==> config.mk <==
export PLATFORM = sky130hd
export DESIGN_NAME = pwm_audio_out_mc
export DESIGN_NICKNAME = d
export VERILOG_FILES = /design/src/rtl/pwm_audio_out_mc.sv
export SDC_FILE = /design/constraint.sdc
export NUM_CORES = 1
export LEC_CHECK = 0
export ABC_AREA = 1
export ABC_CLOCK_PERIOD_IN_PS = 2700
export BUFFER_PORTS_ARGS = -buffer_cell sky130_fd_sc_hd__buf_2
export CAP_MARGIN = 20
export CORE_MARGIN = 4
export CORE_UTILIZATION = 54
export CTS_CLUSTER_SIZE = 25
export DETAILED_ROUTE_END_ITERATION = 10
export GPL_TIMING_DRIVEN = 1
export PLACE_DENSITY = 0.89
export SYNTH_ARGS = -nofsm -noshare
export SYNTH_HDL_FRONTEND = slang
export SYNTH_SLANG_ARGS = --single-unit
==> constraint.sdc <==
create_clock -name clk -period 2.7 [get_ports clk]
set_input_delay 0.27 -clock clk [delete_from_list [all_inputs] [get_ports clk]]
set_output_delay 0.27 -clock clk [all_outputs]
set_load 0.03 [all_outputs]
==> src/rtl/pwm_audio_out_mc.sv <==
// Multi-channel PWM audio DAC with complementary, dead-time separated outputs and a one-frame hold buffer.
// Optional NOISE_SHAPE_EN macro adds per-channel error feedback of the truncated sample LSBs.
module pwm_audio_out_mc #(
  parameter int CHANNELS = 2,
  parameter int SAMPLE_W = 16,
  parameter int PWM_BITS = 8,
  parameter int DEADTIME = 2
) (
  input  logic                         clk,
  input  logic                         rst,
  input  logic                         s_valid,
  output logic                         s_ready,
  input  logic [CHANNELS*SAMPLE_W-1:0] s_data,
  output logic [CHANNELS-1:0]          pwm_out_p,
  output logic [CHANNELS-1:0]          pwm_out_n,
  output logic                         frame_tick,
  output logic                         underrun
);

  localparam int ERR_W  = SAMPLE_W - PWM_BITS;
  localparam int STAB_W = (DEADTIME < 1) ? 1 : $clog2(DEADTIME + 1);
  localparam logic [STAB_W-1:0]   STAB_MAX = STAB_W'(DEADTIME);
  localparam logic [PWM_BITS-1:0] MIDSCALE = PWM_BITS'(1) << (PWM_BITS - 1);

  logic [PWM_BITS-1:0]          cnt;
  logic                         pending;
  logic [CHANNELS*SAMPLE_W-1:0] hold;
  logic                         boundary;
  logic                         load;

  assign boundary   = (cnt == '1);
  assign load       = boundary && pending;
  assign s_ready    = !pending;
  assign frame_tick = boundary;
  assign underrun   = boundary && !pending;

  // A frame accepted in the boundary cycle only fills hold; it is loaded one period later.
  always_ff @(posedge clk or negedge rst) begin
    if (!rst) begin
      cnt     <= '0;
      pending <= 1'b0;
      hold    <= '0;
    end else begin
      cnt <= cnt + 1'b1;
      if (load) begin
        pending <= 1'b0;
      end else if (s_valid && s_ready) begin
        hold    <= s_data;
        pending <= 1'b1;
      end
    end
  end

  for (genvar k = 0; k < CHANNELS; k++) begin : g_ch
    logic [SAMPLE_W-1:0] sample;
    logic [SAMPLE_W-1:0] offset;
    logic [PWM_BITS-1:0] duty;
    logic [PWM_BITS-1:0] duty_next;
    logic                raw;
    logic                raw_next;
    logic [STAB_W-1:0]   stable;

    assign sample = hold[k*SAMPLE_W +: SAMPLE_W];
    assign offset = {~sample[SAMPLE_W-1], sample[SAMPLE_W-2:0]};

`ifdef NOISE_SHAPE_EN
    logic [ERR_W-1:0]  err;
    logic [SAMPLE_W:0] sum;

    // Carry-out means the rounded value exceeded full scale, so clamp the duty.
    assign sum       = {1'b0, offset} + {{(PWM_BITS + 1){1'b0}}, err};
    assign duty_next = sum[SAMPLE_W] ? '1 : sum[SAMPLE_W-1 -: PWM_BITS];

    always_ff @(posedge clk or negedge rst) begin
      if (!rst) begin
        err <= '0;
      end else if (load) begin
        err <= sum[ERR_W-1:0];
      end
    end
`else
    logic unused_lsbs;

    assign unused_lsbs = ^offset[ERR_W-1:0];
    assign duty_next   = offset[SAMPLE_W-1 -: PWM_BITS];
`endif

    always_ff @(posedge clk or negedge rst) begin
      if (!rst) begin
        duty <= MIDSCALE;
      end else if (load) begin
        duty <= duty_next;
      end
    end

    assign raw_next = (cnt < duty);

    // stable counts cycles since raw last toggled; a leg may only drive once it saturates.
    always_ff @(posedge clk or negedge rst) begin
      if (!rst) begin
        raw    <= 1'b0;
        stable <= '0;
      end else begin
        raw <= raw_next;
        if (raw_next != raw) begin
          stable <= '0;
        end else if (stable < STAB_MAX) begin
          stable <= stable + 1'b1;
        end
      end
    end

    assign pwm_out_p[k] = raw && (stable >= STAB_MAX);
    assign pwm_out_n[k] = !raw && (stable >= STAB_MAX);
  end

endmodule

# [Yosys cells after proc, flatten, opt, wreduce, memory -nomap -nowiden]
# Cells that the tools add are included.
[totals] regBits=63 input_bits=35 output_inout_bits=7
[classes] n_addsub=3 magnitude_cmp=6 eq_ne=3 mux=6 bitwise=3 reduce_logical=14
[op_table] operator="< comparator 8 bit" count=2
[op_table] operator="adder 8 x 1 -> 8 bit (second input constant)" count=1
[op_table] operator="equality test 8 bit (second input constant)" count=1
[op_table] operator="two-way mux 2 bit" count=4
[op_table] operator="logical AND 1 bit" count=7
[op_table] operator="nonzero test 2 bit" count=3
[op_table] operator="adder 2 x 1 -> 2 bit (second input constant)" count=2
[op_table] operator=">= comparator 2 bit (second input constant)" count=2
[op_table] operator="< comparator 2 bit (second input constant)" count=2
[op_table] operator="logical NOT 1 bit" count=3
[op_table] operator="inverter 1 bit" count=3
[op_table] operator="two-way mux 1 bit" count=2
[op_table] operator="!= test 1 bit" count=2
[op_table] operator="AND reduction 2 bit" count=1

# [Depth between registers and ports, before layout]
# Gate-level depths: netlist (run 1).
[depth] ltp_word=4 depth_mapped=11 ltp_nobuf=11

# [Worst setup path after synthesis (run 1)]
# No wires, ideal clock.
[synth_timing] path_kind="flip-flop to output port" start="register cnt[1]" end="output port underrun" arrival_ns=1.242 path_slack_ns=1.188 stages_incl_launch_ff=6 n_path_buf=0 path_cell_list="dfrtp_1 -> ha_1 -> nand2_1 -> nor2_2 -> nand2_2 -> nor2_1"
[synth_via] elab_chain_len=2
[synth_lines] element="start: declaration" line_no="25" source="logic [PWM_BITS-1:0] cnt;"
[synth_lines] element="start signal: assignment" line_no="44" source="cnt <= cnt + 1'b1;"
[synth_lines] element="equality test 8 bit" line_no="31" source="assign boundary = (cnt == '1);"
[synth_lines] element="logical AND 1 bit" line_no="35" source="assign underrun = boundary && !pending;"
[synth_lines] element="end: declaration" line_no="17" source="output logic underrun"
# Every way passes these cells.

# [Worst setup path after layout (run 1)]
# Ends and elaborated chain as after synthesis.

==> results of run 1 <==
worst register-to-register path, delay by kind of cell, from the launching register on:
kind | cells | cell delay, ns
fa+ha+maj | 1 | 0.23
flops | 1 | 0.43
simple gates | 5 | 0.80
compound gates | 1 | 0.04
buf+inv | 1 | 0.08
cell type report:
cell class / instances / area (um^2) / share of cell area, %
Clock buffer: 6 / 72.6 / 2.83
Clock inverter: 1 / 30.0 / 1.17
Inverter: 50 / 188 / 7.31
Multi-Input combinational cell: 145 / 910 / 35.4
Sequential cell: 47 / 1180 / 45.9
Tap cell: 50 / 62.6 / 2.44
Timing Repair Buffer: 25 / 125 / 4.88
per-layer routing:
metal / vias up / wire [um] / GRT usage, %
met1: 753 / 1630 / 19.4
met5: - / 0 / 0
li1: 811 / - / -
met3: 8 / 133 / 3.69
met2: 24 / 1900 / 27.4
met4: 0 / 97 / 7.24
flip-flops by register name, summed over array words and instances (netlist names):
name,flops
pending,1
hold,16
cnt,8
g_ch.stable,4
g_ch.raw,2
g_ch.duty,16
per-stage QoR:
step	std cells	utilization [%]	power [uW]
floorplan	247	-	783
global placement	317	60.3	812
detailed placement	317	60.3	817
CTS	324	62.8	1300
global route	324	62.8	1350
finish	324	62.8	1290
layout by cell type (no fill, tap or decap):
master	n
inv_1	49
dfrtp_1	45
nand2_1	41
nor2_1	25
buf_2	25
a21oi_1	19
ha_1	17
o21ai_2	13
xor2_1	8
nand3_1	5
mux2_2	5
clkbuf_8	5
a21oi_2	3
nor3_1	2
nand2_2	2
dfstp_2	2
nor3b_1	1
nor2_2	1
nor3_2	1
inv_2	1
nand2_4	1
o21ai_0	1
bufinv_16	1
clkbuf_1	1
power by group through the flow:
| stage | sequential, uW | clock, uW | combinational [uW] |
|---|---|---|---|
| 6_report | 741 | 491 | 60.8 |
| 2_1_floorplan | 752 | 0 | 30.4 |
| 3_3_place_gp | 754 | 0 | 58.5 |
| 4_1_cts | 741 | 500 | 62.6 |
| 5_1_grt | 744 | 531 | 70.9 |
| 3_5_place_dp | 755 | 0 | 62.6 |
worst max path at each step:
stage / startpoint / to / slack [ns] / cells after the start
after CTS: cnt[1]$_DFF_PN0_ / underrun / 0.81 / 6
after global placement: cnt[1]$_DFF_PN0_ / g_ch[1].duty[6]$_DFFE_PN0P_ / 1.11 / 8
after detailed placement: cnt[1]$_DFF_PN0_ / g_ch[0].duty[5]$_DFFE_PN0P_ / 1.03 / 8
final: cnt[1]$_DFF_PN0_ / underrun / 0.84 / 6
after global routing: cnt[1]$_DFF_PN0_ / underrun / 0.69 / 6
after floorplan: cnt[1]$_DFF_PN0_ / underrun / 1.19 / 5
cell families (layout without fill, tap and decap cells):
group,count (synthesis),count (layout),synth area share (%)
AO/OA/AOI/OAI,36,36,10.4
XOR/XNOR,8,8,3.02
adder cells (fa/ha/maj),17,17,9.17
buffers and inverters,55,82,9.93
flip-flops,47,47,50.8
multiplexers,5,5,2.43
AND/OR/NAND/NOR,79,79,14.2
Yosys cell counts, types with 2 or more instances:
cell / n / share of area [%]
nand3_1: 5 / 1.1
mux2_2: 5 / 2.4
nor2_1: 25 / 4.0
nand2_1: 41 / 6.6
xor2_1: 8 / 3.0
o21ai_2: 13 / 4.9
buf_6: 2 / 0.97
a21oi_2: 3 / 1.1
nand2_2: 2 / 0.54
dfstp_2: 2 / 2.3
inv_1: 49 / 7.9
nor3_1: 2 / 0.43
dfrtp_1: 45 / 49
buf_4: 2 / 0.65
a21oi_1: 19 / 4.1
ha_1: 17 / 9.2
==> metrics.cfg, run 1 <==
[outcome]
outcome = finished, final reports clean

[setup_path]
crit_required_ns = 2.43
critPathSlowestCell = dfrtp_1
cp.buffers_inverters = 1
cp_cell_sequence = ha_1, nand2_1, nor2_2, nand2_2, nor2_1, buf_2
worstReg2RegEnd = g_ch[1].duty[6]$_DFFE_PN0P_
r2r_cells = 8
critical_path.max_fanout = 4
crit_arrival_ns = 1.59
rr_startpoint = cnt[1]$_DFF_PN0_
cp-start-kind = flip-flop
slowest_delay_ns = 0.43
crit_family = simple AND/OR/NAND/NOR gates
rrSetupSlack_ns = 1.01
crit_path_end_kind = output port
critPathKind = flip-flop to output port

[synth]
ys_warn_count = 0
avgSynthCellArea_um2 = 9.39
synth_seq_cells = 47
seq_area_frac_synth_pct = 50.8
synth-main-ff-cell = dfrtp_1
synth.cell_area_um2 = 2320
synth_nets = 299
synth_edf_count = 0
syn_inst = 247
ys_types = 23
ys_async_sr_fraction_pct = 100

[power_and_ir_drop]
power.internal_uw = 1030
power_density_nw_per_um2 = 504
leakage_uw = 0.00134
pwr-share-comb_pct = 4.7
power_switching_uw = 267
clkPwrFrac_pct = 38.0
sequentialPowerShare_pct = 57.3
switching_share_pct = 20.6
vdd_ir_drop_max_mv = 0.411

[run]
maxCapViolations = 0

[sta]
drv_slew = 0
max_freq_mhz = 537
clock_skew_ns = 0.00502
finalSetupTns_ns = 0
worst_slack_ns = 0.838
whs_ns = 0.130
fin_crit_ns = 1.86
setup_viol = 0
finalHoldViolCount = 0
period_share_pct = 69.0
slew_headroom_pct = 33.9
worst-slew-pin-transition_ns = 0.992
rsz0062_at_grt = false

[floorplanning]
rows = 23
die_y_um = 73.5
design.core.area_um2 = 4090
die_area_um2 = 5410
ios = 42
start_util_pct = 56.7
die_w_um = 73.5

[place]
pre_cts_slack_ns = 1.03
placed_area_um2 = 2460
portBuffers = 25
place.gp.congestion = 0.744
dp_hpwl_mm = 2.77

[detailed_routing]
detail-route-antenna-nets = 0
avgViaCountPerCell = 4.93
first_iter_violations = 43
drt_wl_total_mm = 3.76
dr.pass1.iters = 4
wl_per_cell_um = 11.6
drc = 0
dr_total_vias = 1596

[finish]
drive_above_1_share_pct = 21.9
area_growth_pct = 10.7
n_antenna_cell = 0
fin_area_um2 = 2570
nets = 326
fill_cells = 326

[clocking]
cts_made_buffers = 5
htreeDepth = 2
clk_pin_slew_ns = 0.08
cts_resized = 0
clkSinkCount = 47
worstSkewPairLatency_ns = 0.30
post_cts.repair.setup_buffers = 0
cts_hold_buf = 0
tritoncts = yes
cts_root_buffer = clkbuf_8
clockBufferDepth = 2

[global_route]
grt_pass1_wl_mm = 6.70
grt_pass1_vias = 1614
track_usage_pct = 16.1
grt_max_degree = 48
antenna_found_initial = 0
overflow = 0

[hold_path]
hold_path_class = primary input to asynchronous set/reset pin

Note: power is estimated with default switching activity, not from simulation.
==> inputs of run 2 (changes only) <==
==> config.mk (replaced) <==
export PLATFORM = sky130hd
export DESIGN_NAME = pwm_audio_out_mc
export DESIGN_NICKNAME = d
export VERILOG_FILES = /design/src/rtl/pwm_audio_out_mc.sv
export SDC_FILE = /design/constraint.sdc
export NUM_CORES = 1
export LEC_CHECK = 0
export ABC_AREA = 0
export ABC_CLOCK_PERIOD_IN_PS = 1600
export BUFFER_PORTS_ARGS = -buffer_cell sky130_fd_sc_hd__buf_2
export CAP_MARGIN = 20
export CORE_MARGIN = 4
export CORE_UTILIZATION = 50
export CTS_CLUSTER_SIZE = 25
export DETAILED_ROUTE_END_ITERATION = 10
export GPL_TIMING_DRIVEN = 1
export PLACE_DENSITY = 0.86
export SYNTH_ARGS = -nofsm -noshare
export SYNTH_HDL_FRONTEND = slang
export SYNTH_SLANG_ARGS = --single-unit
==> constraint.sdc (replaced) <==
create_clock -name clk -period 1.6 [get_ports clk]
set_input_delay 0.16 -clock clk [delete_from_list [all_inputs] [get_ports clk]]
set_output_delay 0.16 -clock clk [all_outputs]
set_load 0.03 [all_outputs]
==> run 2 against run 1 <==
The flow now finishes with violations (setup timing). Utilization up 12 points. Worst hold slack worse by 0.041 ns. Non-clock buffer count up 40. Area after synthesis up 1.9%. Routed wire length up 85%. Die area up 8.9%. Clock power up 76%. Sequential power up 71%. Highest routed layer unchanged.
==> metrics.cfg, run 2 <==
[power_and_ir_drop]
power_density_nw_per_um2 = 664  ; +32%
sequentialPowerShare_pct = 56.9  ; -0.4 points
pwr-share-comb_pct = 4.4  ; -0.3 points
switching_share_pct = 21.5  ; +0.87 points
clkPwrFrac_pct = 38.7  ; +0.7 points
power_uw = 2240  ; +73%
leakage_uw = 0.00150  ; +12%
vdd_ir_drop_max_mv = 0.738  ; +79%
power.internal_uw = 1750  ; +71%
power_switching_uw = 481  ; +80%

[place]
dp_cells = 310  ; -2.2%
place.gp.congestion = 0.766  ; +2.9%
dp_hpwl_mm = 3.35  ; +21%
portBuffers = 25  ; unchanged

[run]
maxCapViolations = 0  ; unchanged

[clocking]
cts_root_buffer = clkbuf_8
clk_pin_slew_ns = 0.09  ; about the same
cts_made_buffers = 5  ; unchanged
tritoncts = yes
htreeDepth = 2  ; unchanged
clkSinkCount = 47  ; unchanged
clockBufferDepth = 2  ; unchanged
worstSkewPairLatency_ns = 0.30  ; about the same

[setup_path]
cp_cell_sequence = buf_6, nand2_4, buf_6, nor4_4, buf_4
critPathKind = flip-flop to output port
critPathSlowestCell = dfrtp_2
cp.buffers_inverters = 3  ; +2
rrSetupSlack_ns = -0.12  ; -1.13 ns
cp-start-kind = flip-flop
slowest_delay_ns = 0.43  ; about the same
r2r_cells = 7  ; -1
crit_required_ns = 1.44  ; -0.99 ns
worstReg2RegEnd = g_ch[1].stable[1]$_DFFE_PN0P_
crit_path_frequent_cell = buf_6
crit_family = buffers and inverters
critical_path.max_fanout = 3  ; -1
rr_startpoint = cnt[2]$_DFF_PN0_
crit_path_end_kind = output port
crit_arrival_ns = 1.60  ; about the same

[synth]
yosysTopAreaCell = dfrtp_1
ys_warn_count = 0  ; unchanged
synthAdderAreaFrac_pct = 9.00  ; -0.17 points
yosysTopAreaCellShare_pct = 47.7  ; -0.90 points
synth_seq_cells = 47  ; unchanged
avgSynthCellArea_um2 = 10.7  ; +14%
synth_top_family_by_area = simple AND/OR/NAND/NOR gates
synth-simple-area-share_pct = 15.8  ; +1.5 points
ys_types = 34  ; +48%
synth_compound_area_share_pct = 9.11  ; -1.3 points
synth-main-ff-cell = dfrtp_1
synth_edf_count = 0  ; unchanged
synth-xor-area-share_pct = 2.97  ; -0.056 points
yosysMostFrequentCell = dfrtp_1
synth_nets = 272  ; -9.0%
synth.area.mux_share_pct = 8.58  ; +6.2 points
synth_common_cells = 45 x dfrtp_1, 23 x nand2_1, 20 x inv_1, 17 x ha_1, 17 x mux2_2
seq_area_frac_synth_pct = 49.9  ; -0.94 points
ys_async_sr_fraction_pct = 100  ; unchanged
syn_inst = 220  ; -11%
synth_area_leaders = dfrtp_1 48%, ha_1 9.0%, mux2_2 8.1%, nand2_1 3.7%, o21ai_0 3.4%
synth.cell_area_um2 = 2360  ; +1.9%

[detailed_routing]
drt_wl_total_mm = 6.97  ; +85%
avgViaCountPerCell = 5.86  ; +19%
wl_per_cell_um = 20.6  ; +78%
first_iter_violations = 158  ; +270%
drc = 0  ; unchanged
detail-route-antenna-nets = 0  ; unchanged
dr.pass1.iters = 4  ; unchanged
dr_total_vias = 1982  ; +24%

[finish]
fin_util_pct = 75.3  ; +12 points
n_antenna_cell = 0  ; unchanged
nets = 337  ; +3.4%
fill_cells = 227  ; -30%
layout_commonest_cell = dfrtp_1
fin_cells = 338  ; +4.3%
drive_above_1_share_pct = 53.5  ; +32 points
final_cell_mix = 41 x dfrtp_1, 27 x buf_4, 23 x buf_2
reg_top3 = g_ch.duty x16, hold x16, cnt x8
area_growth_pct = 42.5

[sta]
slew_headroom_pct = 61.0  ; +27 points
max_freq_mhz = 567
drv_slew = 0  ; unchanged
worst-slew-pin-transition_ns = 0.585  ; -0.407 ns
worst_slack_ns = -0.163  ; -1.00 ns
clock_skew_ns = 0.00796  ; +0.00294 ns
period_share_pct = 110
setup_viol = 15  ; +15
rsz0062_at_grt = true
fin_crit_ns = 1.76
whs_ns = 0.0889  ; -0.0407 ns
finalHoldViolCount = 0  ; unchanged

[global_route]
track_usage_pct = 21.8  ; +5.7 points
overflow = 0  ; unchanged
grt_pass1_vias = 2022  ; +25%
grt_pass1_wl_mm = 9.98  ; +49%
antenna_found_initial = 0  ; unchanged
grt_max_degree = 48  ; unchanged

[outcome]
violations = setup timing
outcome = complete, but fails checks

[floorplanning]
design.core.area_um2 = 4470  ; +9.5%
die_w_um = 76.7  ; +4.4%
die_y_um = 76.7  ; +4.4%
ios = 42  ; unchanged
die_area_um2 = 5890  ; +8.9%
start_util_pct = 52.8  ; -3.9 points
rows = 24  ; +4.3%

[hold_path]
hold-path-cell-count = 2
worstHoldStart = s_data[24]
hold_path_class = primary input to flip-flop
min_to = hold[24]$_DFFE_PN0P_

## run 2: changes by cell type in the layout (fill, tap and decap cells not counted), moves of 6 or more
cell	previous run	this run
inv_1	49	16
nand2_1	41	12
buf_4	0	27
a21oi_1	19	0
nor2_1	25	11
buf_6	0	13
mux2_2	5	16
ha_1	17	8
ha_4	0	9
o21ai_1	0	8
o21ai_2	13	7
## run 2: final cells by class
cell class,count,area (um^2),share of cell area (%)
clock inverter,2,37.5,1.11
clock buffer,6,72.6,2.16
multi-input combinational,146,1440,42.9
tap,52,65.1,1.93
timing repair buffer,65,489,14.5
inverter,20,75.1,2.23
sequential,47,1180,35.2
## run 2: kinds of logic after synthesis
group | count (synthesis)
compound gates | 32
xor+xnor | 8
fa+ha+maj | 17
buf+inv | 27
flops | 47
mux | 18
simple gates | 71
## run 2: routing by layer
| layer | track usage, % | wire length [um] | up-vias |
|---|---|---|---|
| met3 | 4.33 | 331 | 29 |
| met1 | 23.4 | 2690 | 980 |
| met5 | 0 | 0 | - |
| met2 | 39.8 | 3550 | 85 |
| li1 | - | - | 888 |
| met4 | 11.8 | 398 | 0 |
## run 2: power groups by stage
stage	clock, uW	sequential, uW	combinational (uW)
2_1_floorplan	0	1270	41.7
3_3_place_gp	0	1280	86.4
3_5_place_dp	0	1280	92.5
4_1_cts	869	1260	94.9
5_1_grt	934	1280	112
6_report	865	1270	98.6
## run 2: per-stage QoR
step	setup TNS [ns]	area [um^2]	setup slack (ns)
global route	-1.82	3370	-0.211
finish	-0.949	3370	-0.163
global placement	-0.294	2720	-0.0814
CTS	-0.424	3050	-0.0932
floorplan	-0.0114	2420	-0.0114
detailed placement	-0.850	2720	-0.124
## run 2: worst reg2reg max path: cells and delay by family, from the launching register on
family,cells,cell delay (ns)
flip-flops,1,0.43
AND/OR/NAND/NOR,3,0.42
buffers and inverters,2,0.26
adder cells (fa/ha/maj),1,0.26
AO/OA/AOI/OAI,1,0.25
## run 2: how the worst max path moves through the flow
stage	start	cells past startpoint	slack (ns)	to
after floorplan	cnt[0]$_DFF_PN0_	3	-0.01	frame_tick
after global placement	cnt[1]$_DFF_PN0_	5	-0.08	g_ch[1].stable[1]$_DFFE_PN0P_
after detailed placement	cnt[1]$_DFF_PN0_	5	-0.12	g_ch[0].stable[1]$_DFFE_PN0P_
after CTS	cnt[3]$_DFF_PN0_	5	-0.09	underrun
after global routing	cnt[6]$_DFF_PN0_	5	-0.21	underrun
final	cnt[6]$_DFF_PN0_	5	-0.16	underrun
## run 2: repair_timing
item | CTS | global route
hold endpoints to repair | 45 | 0
gates cloned | 2 | 0
buffers inserted | 12 | 6
pin swaps | 9 | 18
setup endpoints to repair | 21 | 26
gates resized for setup | 24 | 77
hold buffers | 1 | 0
